`config.mk`:
```
export PLATFORM = sky130hd
export DESIGN_NAME = ahb2apb_mem_bridge_flat
export DESIGN_NICKNAME = d
export VERILOG_FILES = /design/src/rtl/ahb2apb_mem_bridge_if.sv /design/src/rtl/ahb2apb_mem_bridge.sv /design/src/flat_wrapper.sv
export SDC_FILE = /design/constraint.sdc
export NUM_CORES = 1
export LEC_CHECK = 0
export ABC_AREA = 0
export BUFFER_PORTS_ARGS = -buffer_cell sky130_fd_sc_hd__clkbuf_2
export CORE_ASPECT_RATIO = 0.9
export CORE_MARGIN = 1.5
export CORE_UTILIZATION = 35
export CTS_CLUSTER_DIAMETER = 40
export DETAILED_ROUTE_END_ITERATION = 6
export PLACE_DENSITY = 0.63
export SETUP_SLACK_MARGIN = 0.1
export SLEW_MARGIN = 40
export SYNTH_ARGS = -nofsm -noshare
export SYNTH_HDL_FRONTEND = slang
export SYNTH_SLANG_ARGS = --single-unit
```
`constraint.sdc`:
```
create_clock -name CLK -period 3.1 [get_ports CLK]
set_input_delay 0.31 -clock CLK [delete_from_list [all_inputs] [get_ports CLK]]
set_output_delay 0.31 -clock CLK [all_outputs]
set_load 0.005 [all_outputs]
```
`src/rtl/ahb2apb_mem_bridge_if.sv`:
```
// ---------------------------------------------------------------------------
// ahb2apb_mem_bridge_if
// Bundles the signals that pass between an AHB-Lite master, the
// ahb2apb_mem_bridge and the APB word memory.
//   PCLKEN               APB clock enable (one CLK cycle wide pulses)
//   HSEL..HREADY         AHB-Lite slave-side inputs of the bridge
//   HREADYOUT/HRDATA/HRESP  AHB-Lite slave responses
//   PADDR..PENABLE       APB master outputs toward the memory
//   PRDATA               APB read data returned by the memory
// Modport slave is the bridge's view; modport master is the environment's
// view (AHB master plus APB memory).
// ---------------------------------------------------------------------------
interface ahb2apb_mem_bridge_if #(
    parameter int ADDR_WIDTH = 12
);
    logic                  PCLKEN;
    logic                  HSEL;
    logic [31:0]           HADDR;
    logic [1:0]            HTRANS;
    logic                  HWRITE;
    logic [2:0]            HSIZE;
    logic [31:0]           HWDATA;
    logic                  HREADY;
    logic                  HREADYOUT;
    logic [31:0]           HRDATA;
    logic                  HRESP;
    logic [ADDR_WIDTH-1:0] PADDR;
    logic [31:0]           PWDATA;
    logic                  PWRITE;
    logic                  PSEL;
    logic                  PENABLE;
    logic [31:0]           PRDATA;

    modport slave (
        input  PCLKEN, HSEL, HADDR, HTRANS, HWRITE, HSIZE, HWDATA, HREADY, PRDATA,
        output HREADYOUT, HRDATA, HRESP, PADDR, PWDATA, PWRITE, PSEL, PENABLE
    );

    modport master (
        output PCLKEN, HSEL, HADDR, HTRANS, HWRITE, HSIZE, HWDATA, HREADY, PRDATA,
        input  HREADYOUT, HRDATA, HRESP, PADDR, PWDATA, PWRITE, PSEL, PENABLE
    );
endinterface

```
`src/rtl/ahb2apb_mem_bridge.sv`:
```
// ---------------------------------------------------------------------------
// ahb2apb_mem_bridge
// AHB-Lite slave to APB master bridge for a PREADY-less APB word memory.
// Every accepted AHB transfer becomes one APB setup+access pair that only
// advances on CLK edges with PCLKEN=1; the AHB data phase is stalled with
// HREADYOUT=0 until the APB access has completed.
// Ports:
//   CLK    system clock, rising edge
//   RESET  asynchronous active-high reset
//   bus    ahb2apb_mem_bridge_if.slave (AHB slave side + APB master side)
// ---------------------------------------------------------------------------
module ahb2apb_mem_bridge #(
    parameter int ADDR_WIDTH = 12
) (
    input  logic                       CLK,
    input  logic                       RESET,
    ahb2apb_mem_bridge_if.slave        bus
);

    typedef enum logic [2:0] {
        ST_IDLE   = 3'd0,
        ST_PEND   = 3'd1,
        ST_SETUP  = 3'd2,
        ST_ACCESS = 3'd3,
        ST_DONE   = 3'd4
    } state_t;

    state_t                state_q, state_d;
    logic                  hreadyout_q, hreadyout_d;
    logic [31:0]           hrdata_q, hrdata_d;
    logic [ADDR_WIDTH-1:0] paddr_q, paddr_d;
    logic [31:0]           pwdata_q, pwdata_d;
    logic                  pwrite_q, pwrite_d;
    logic                  psel_q, psel_d;
    logic                  penable_q, penable_d;
    logic                  accept_s;

    // Only valid transfer types with the bus ready start a new APB transfer.
    assign accept_s = bus.HSEL & bus.HTRANS[1] & bus.HREADY;

    // Byte lanes, upper address bits and SEQ/NONSEQ distinction are unused.
    logic unused_s;
    assign unused_s = ^{bus.HSIZE, bus.HADDR[31:ADDR_WIDTH], bus.HTRANS[0]};

    // Next-state and next-output computation for the bridge FSM.
    always_comb begin
        state_d   = state_q;
        hrdata_d  = hrdata_q;
        paddr_d   = paddr_q;
        pwdata_d  = pwdata_q;
        pwrite_d  = pwrite_q;
        psel_d    = psel_q;
        penable_d = penable_q;
        case (state_q)
            ST_IDLE, ST_DONE: begin
                if (accept_s) begin
                    paddr_d  = bus.HADDR[ADDR_WIDTH-1:0];
                    pwrite_d = bus.HWRITE;
                    state_d  = ST_PEND;
                end else begin
                    state_d  = ST_IDLE;
                end
            end
            ST_PEND: begin
                // The AHB data phase is stalled here, so HWDATA is stable.
                pwdata_d = bus.HWDATA;
                if (bus.PCLKEN) begin
                    psel_d    = 1'b1;
                    penable_d = 1'b0;
                    state_d   = ST_SETUP;
                end else begin
                    state_d   = ST_PEND;
                end
            end
            ST_SETUP: begin
                if (bus.PCLKEN) begin
                    penable_d = 1'b1;
                    state_d   = ST_ACCESS;
                end else begin
                    state_d   = ST_SETUP;
                end
            end
            ST_ACCESS: begin
                // The memory commits a write on this same enabled edge.
                if (bus.PCLKEN) begin
                    psel_d    = 1'b0;
                    penable_d = 1'b0;
                    if (!pwrite_q) begin
                        hrdata_d = bus.PRDATA;
                    end else begin
                        hrdata_d = hrdata_q;
                    end
                    state_d   = ST_DONE;
                end else begin
                    state_d   = ST_ACCESS;
                end
            end
            default: begin
                psel_d    = 1'b0;
                penable_d = 1'b0;
                state_d   = ST_IDLE;
            end
        endcase
        // HREADYOUT is registered, so it is derived from the next state.
        hreadyout_d = (state_d == ST_IDLE) || (state_d == ST_DONE);
    end

    // State and output registers; reset drops PSEL/PENABLE immediately.
    always_ff @(posedge CLK or posedge RESET) begin
        if (RESET) begin
            state_q     <= ST_IDLE;
            hreadyout_q <= 1'b1;
            hrdata_q    <= 32'h0000_0000;
            paddr_q     <= {ADDR_WIDTH{1'b0}};
            pwdata_q    <= 32'h0000_0000;
            pwrite_q    <= 1'b0;
            psel_q      <= 1'b0;
            penable_q   <= 1'b0;
        end else begin
            state_q     <= state_d;
            hreadyout_q <= hreadyout_d;
            hrdata_q    <= hrdata_d;
            paddr_q     <= paddr_d;
            pwdata_q    <= pwdata_d;
            pwrite_q    <= pwrite_d;
            psel_q      <= psel_d;
            penable_q   <= penable_d;
        end
    end

    assign bus.HREADYOUT = hreadyout_q;
    assign bus.HRDATA    = hrdata_q;
    assign bus.HRESP     = 1'b0;
    assign bus.PADDR     = paddr_q;
    assign bus.PWDATA    = pwdata_q;
    assign bus.PWRITE    = pwrite_q;
    assign bus.PSEL      = psel_q;
    assign bus.PENABLE   = penable_q;

endmodule
```
`src/flat_wrapper.sv`:
```
// flat-port wrapper written by rule: the top's interface ports become plain ports
module ahb2apb_mem_bridge_flat 
#(
    parameter int ADDR_WIDTH = 12
)
  (CLK, RESET, bus_PCLKEN, bus_HSEL, bus_HADDR, bus_HTRANS, bus_HWRITE, bus_HSIZE, bus_HWDATA, bus_HREADY, bus_PRDATA, bus_HREADYOUT, bus_HRDATA, bus_HRESP, bus_PADDR, bus_PWDATA, bus_PWRITE, bus_PSEL, bus_PENABLE);
  ahb2apb_mem_bridge_if #(.ADDR_WIDTH(ADDR_WIDTH)) bus_i ();
  input  logic CLK;
  input  logic RESET;
  input wire logic [$bits(bus_i.PCLKEN)-1:0] bus_PCLKEN;
  input wire logic [$bits(bus_i.HSEL)-1:0] bus_HSEL;
  input wire logic [$bits(bus_i.HADDR)-1:0] bus_HADDR;
  input wire logic [$bits(bus_i.HTRANS)-1:0] bus_HTRANS;
  input wire logic [$bits(bus_i.HWRITE)-1:0] bus_HWRITE;
  input wire logic [$bits(bus_i.HSIZE)-1:0] bus_HSIZE;
  input wire logic [$bits(bus_i.HWDATA)-1:0] bus_HWDATA;
  input wire logic [$bits(bus_i.HREADY)-1:0] bus_HREADY;
  input wire logic [$bits(bus_i.PRDATA)-1:0] bus_PRDATA;
  output wire logic [$bits(bus_i.HREADYOUT)-1:0] bus_HREADYOUT;
  output wire logic [$bits(bus_i.HRDATA)-1:0] bus_HRDATA;
  output wire logic [$bits(bus_i.HRESP)-1:0] bus_HRESP;
  output wire logic [$bits(bus_i.PADDR)-1:0] bus_PADDR;
  output wire logic [$bits(bus_i.PWDATA)-1:0] bus_PWDATA;
  output wire logic [$bits(bus_i.PWRITE)-1:0] bus_PWRITE;
  output wire logic [$bits(bus_i.PSEL)-1:0] bus_PSEL;
  output wire logic [$bits(bus_i.PENABLE)-1:0] bus_PENABLE;
  assign bus_i.PCLKEN = bus_PCLKEN;
  assign bus_i.HSEL = bus_HSEL;
  assign bus_i.HADDR = bus_HADDR;
  assign bus_i.HTRANS = bus_HTRANS;
  assign bus_i.HWRITE = bus_HWRITE;
  assign bus_i.HSIZE = bus_HSIZE;
  assign bus_i.HWDATA = bus_HWDATA;
  assign bus_i.HREADY = bus_HREADY;
  assign bus_i.PRDATA = bus_PRDATA;
  assign bus_HREADYOUT = bus_i.HREADYOUT;
  assign bus_HRDATA = bus_i.HRDATA;
  assign bus_HRESP = bus_i.HRESP;
  assign bus_PADDR = bus_i.PADDR;
  assign bus_PWDATA = bus_i.PWDATA;
  assign bus_PWRITE = bus_i.PWRITE;
  assign bus_PSEL = bus_i.PSEL;
  assign bus_PENABLE = bus_i.PENABLE;
  ahb2apb_mem_bridge #(.ADDR_WIDTH(ADDR_WIDTH)) u_core (.CLK(CLK), .RESET(RESET), .bus(bus_i));
endmodule
```
**Yosys cells after proc, flatten, opt, wreduce, memory -nomap -nowiden**

Cells that the tools add are included.

- Register bits after elaboration: 83
- Input bits: 107
- Output and inout bits: 81
- Logic and storage cells: 41

- Equal/unequal tests: 9
- Multiplexer cells: 9
- Bitwise operators: 5
- Reductions and logical operators: 10

Operators with widths:

| kind | count |
|---|---|
| $pmux 3 s4 | 1 |
| $reduce_and 3->1 | 3 |
| $eq 3x2->1 const B | 2 |
| $eq 3x3->1 const B | 2 |
| $logic_not 3->1 | 2 |
| $ne 2x2->1 const B | 3 |
| $pmux 1 s3 | 2 |
| $mux 1 | 4 |
| $reduce_or 2->1 | 2 |
| $eq 3x1->1 const B | 1 |
| $mux 3 | 1 |
| $not 1->1 | 3 |
| $reduce_or 3->1 | 1 |
| $and 1x1->1 | 2 |
| $mux 2 | 1 |
| $ne 2x1->1 const B | 1 |
| $reduce_and 2->1 | 1 |
| $logic_or 1x1->1 | 1 |

**Longest topological paths before layout**

- Depth in word-level cells: 6
- Depth in mapped cells: 5
- Mapped depth without buffers: 3

**Worst setup path before layout**

Ideal clock, no wire load.

- Path kind: flip-flop to flip-flop
- From: reg u_core.state_q[2]
- To: reg u_core.hrdata_q[10], in the netlist u_core.bus.HRDATA[10]
- Setup time: 0.125 ns
- Arrival time: 1.354 ns
- Data required time: 2.975 ns
- Slack: 1.621 ns
- Cell stages (with the launch flop): 6
- Buffers on the path: 2
- Period minus slack after synthesis: 1.479 ns
- Cell sequence: dfrtp_1 nor2b_2 and4b_1 buf_6 buf_8 mux2_4

- Word-level cells in the longest chain between the ends: 2

RTL lines:

| element | RTL line | source |
|---|---|---|
| start, declared | ahb2apb_mem_bridge.sv:28 | `state_t state_q, state_d;` |
| start signal, assigned | ahb2apb_mem_bridge.sv:120 | `state_q <= state_d;` |
| $eq 3x2->1 | ahb2apb_mem_bridge.sv:54 | `case (state_q)` |
| $reduce_and 3->1 (no source line) | -- |  |
| end signal, assigned | ahb2apb_mem_bridge.sv:122 | `hrdata_q <= hrdata_d;` |
| end, declared | ahb2apb_mem_bridge.sv:30 | `logic [31:0] hrdata_q, hrdata_d;` |

Every way passes these cells.
A chain may end at the register's enable or synchronous reset.

**Worst setup path after layout**

- From: reg u_core.state_q[0]
- To: reg u_core.pwdata_q[24], in the netlist u_core.bus.PWDATA[24]

- Word-level cells in the longest chain between the ends: 1

RTL lines:

| element | RTL line | source |
|---|---|---|
| $eq 3x1->1 | ahb2apb_mem_bridge.sv:54 |  |
| end signal, assigned | ahb2apb_mem_bridge.sv:124 | `pwdata_q <= pwdata_d;` |
| end, declared | ahb2apb_mem_bridge.sv:32 | `logic [31:0] pwdata_q, pwdata_d;` |

Every way passes these cells.

==> results.yml <==
run_status:
  status: "complete, no violations"
clocking:
  cts_sinks: 83
  cts_inserted_buffers: 9
  clk_pin_slew_worst_paths_ns: 0.08
  ctsRootBufferMaster: "clkbuf_8"
  cts_hold_buf: 0
  tritoncts: "done"
  ctsLongestPathBuffers: 2
  cts_resized: 0
  cts_setup_buffers: 0
  clkLatencyLatePin_ns: 0.34
  h-tree-depth: 3
timing:
  whs_ns: 0.0372
  finalCritPeriodShare: 0.639
  min_period_ns: 1.98
  drv_slew: 0
  fin_ws_ns: 1.12
  fin_setup_tns_ns: 0
  hold_viol: 0
  fin_skew_ns: 0.00981
  setup_viol: 0
  tightest_slew_ns: 0.707
  rsz0062_at_grt: "no"
  fmax_mhz: 505
  maxSlewHeadroom: 0.528
critical_path:
  path_class: "flop to flop"
  end_kind: "flop"
  crit_path_start: "u_core.state_q[0]"
  start_kind: "flop"
  arrival_ns: 2.21
  critPathRequiredTime_ns: 3.33
  critical_path.max_fanout: 12
  r2r-start: "u_core.state_q[0]"
pwr:
  ir_drop_mv: 0.315
  leakage_nw: 2.28
  powerDensity_nw_per_um2: 988
grt:
  grt_pass1_wl_um: 10600
  grt_pass1_vias: 2137
  antenna_found_initial: 0
  grt_use_total: 0.137
  grt_max_degree: 44
  overflow: 0
die:
  num_rows: 33
  die_w_um: 106
  io_pins: 188
  die_h_um: 96.0
  core_area_um2: 9210
  initial_utilization: 0.365
  dieArea_um2: 10200
drt:
  drc: 0
  drt_iter0_drc: 30
  firstDrtPassIters: 4
  detail-route-antenna-nets: 0
  postRouteWirelength_um: 6650
  viasPerCell: 4.43
  wl_per_cell_um: 13.7
  vias: 2157
layout:
  diodes: 0
  drive_gt1_frac: 0.723
  nNetsFinal: 467
  syn2layout_area_growth_pct: 32.9
  fill_cells: 845
synthesis:
  avgSynthCellArea_um2: 17.3
  synthDominantCellAreaShare: 0.610
  netlist_instances: 194
  yosysWarningCount: 0
  synth_top_area_cell: "dfrtp_1"
  yosysSeqAreaShare: 0.618
  ys_top_cells_by_area: "dfrtp_1 61%, mux2_2 15%, mux2_4 13%"
  syn-cell-area_um2: 3360
  synth_fp_nets: 301
  synth-seq-cells: 83
  ys_types: 27
place:
  port_buffers: 162
  pre_cts_ws_ns: 1.08
  dp_hpwl_um: 4860
  finalWeightedCongestion: 0.680
worst_hold_path:
  min_path_type: "primary input to async pin"
job:
  max_cap_viol_count: 0
## synthesized netlist by cell type, drive strengths merged
library cell,count
o31a,1
clkbuf,1
nand3b,1
o21ai,3
and4b,1
and3,2
conb,1
xor2,1
mux2i,3
buf,10
mux2,77
inv,1
nor2,3
nand4,1
dfstp,1
nor3b,1
nor2b,2
nand2,2
dfrtp,82
## metrics by stage
stage | instance area [um^2] | power, mW | utilization | std cells
CTS | 4470 | 4.50 | 0.485 | 487
floorplan | 3360 | 2.91 | - | 194
finish | 4470 | 4.42 | 0.485 | 487
global placement | 4250 | 3.58 | 0.462 | 471
global route | 4470 | 4.74 | 0.485 | 487
detailed placement | 4250 | 3.62 | 0.462 | 471
## where the power goes
part           leakage (nW)  switching, mW  total, mW  internal (mW)
Clock                 0.111          0.372      0.849          0.477
Sequential            0.995          0.313       1.94           1.63
Combinational          1.17          0.583       1.62           1.04
Total                  2.28           1.27       4.42           3.15
## cell usage in the layout (no fill, tap or decap), drive strengths merged
| master | netlist | final |
|---|---|---|
| conb | 1 | 1 |
| dfrtp | 82 | 82 |
| nor2 | 3 | 3 |
| nand3b | 1 | 1 |
| mux2i | 3 | 3 |
| clkbuf | 1 | 174 |
| buf | 10 | 4 |
| nor2b | 2 | 2 |
| dfstp | 1 | 1 |
| o31a | 1 | 1 |
| and4b | 1 | 1 |
| clkinv | 0 | 3 |
| nor3b | 1 | 1 |
| mux2 | 77 | 77 |
| xor2 | 1 | 1 |
| nand4 | 1 | 1 |
| o21ai | 3 | 3 |
| bufinv | 0 | 2 |
| and3 | 2 | 2 |
| nand2 | 2 | 2 |
## cell type report
| type | count | area, um^2 | area share |
|---|---|---|---|
| Clock buffer | 12 | 145 | 0.0325 |
| Clock inverter | 4 | 73.8 | 0.0165 |
| Inverter | 1 | 5.00 | 0.00112 |
| Multi-Input combinational cell | 99 | 1160 | 0.260 |
| Sequential cell | 83 | 2080 | 0.465 |
| Tap cell | 122 | 153 | 0.0342 |
| Timing Repair Buffer | 166 | 853 | 0.191 |
## sequential cells by signal (all words and copies together) (netlist names)
signal                count
u_core.bus.HRDATA        32
u_core.bus.PWDATA        32
u_core.bus.PADDR         12
u_core.state_q            3
u_core.bus.HREADYOUT      1
u_core.bus.PENABLE        1
u_core.bus.PSEL           1
u_core.bus.PWRITE         1
## cells by family (layout without fill, tap and decap cells)
family,after synthesis,in the layout,synth area share
xor gates and xnor gates,1,1,0.00261
DFF,83,83,0.618
muxes,80,80,0.300
AOI/OAI and AO/OA,4,4,0.00707
and+or+nand+nor,13,13,0.0320
buffers and inverters,12,183,0.0387
other,1,1,0.00112
## metal layers
| metal | track usage | vias to the layer above | wire, um |
|---|---|---|---|
| met5 | 0 | - | 0 |
| met4 | 0.0574 | 0 | 112 |
| met3 | 0.0555 | 8 | 616 |
| met2 | 0.220 | 105 | 3100 |
| met1 | 0.165 | 1032 | 2820 |
| li1 | - | 1012 | - |
## final timing paths
| check | end | slack [ns] | cells past startpoint |
|---|---|---|---|
| setup / recovery | u_core.bus.PWDATA[24] | 1.12 | 3 |
| hold / removal | u_core.bus.HRDATA[9] | 0.04 | 2 |
| setup reg to reg | u_core.bus.PWDATA[24] | 1.12 | 3 |
| hold reg to reg | u_core.bus.PADDR[9] | 0.49 | 1 |
| max in group asynchronous | u_core.bus.HREADYOUT | 2.35 | 3 |
| min in group CLK | u_core.bus.PADDR[2] | 0.17 | 2 |
## critical path, stage by stage (launching register included)
cell     delay (ns)
dfrtp_1        0.55
nor3b_4        0.63
buf_4          0.33
mux2_2         0.36
No activity file was read; power rests on OpenSTA's default activity.
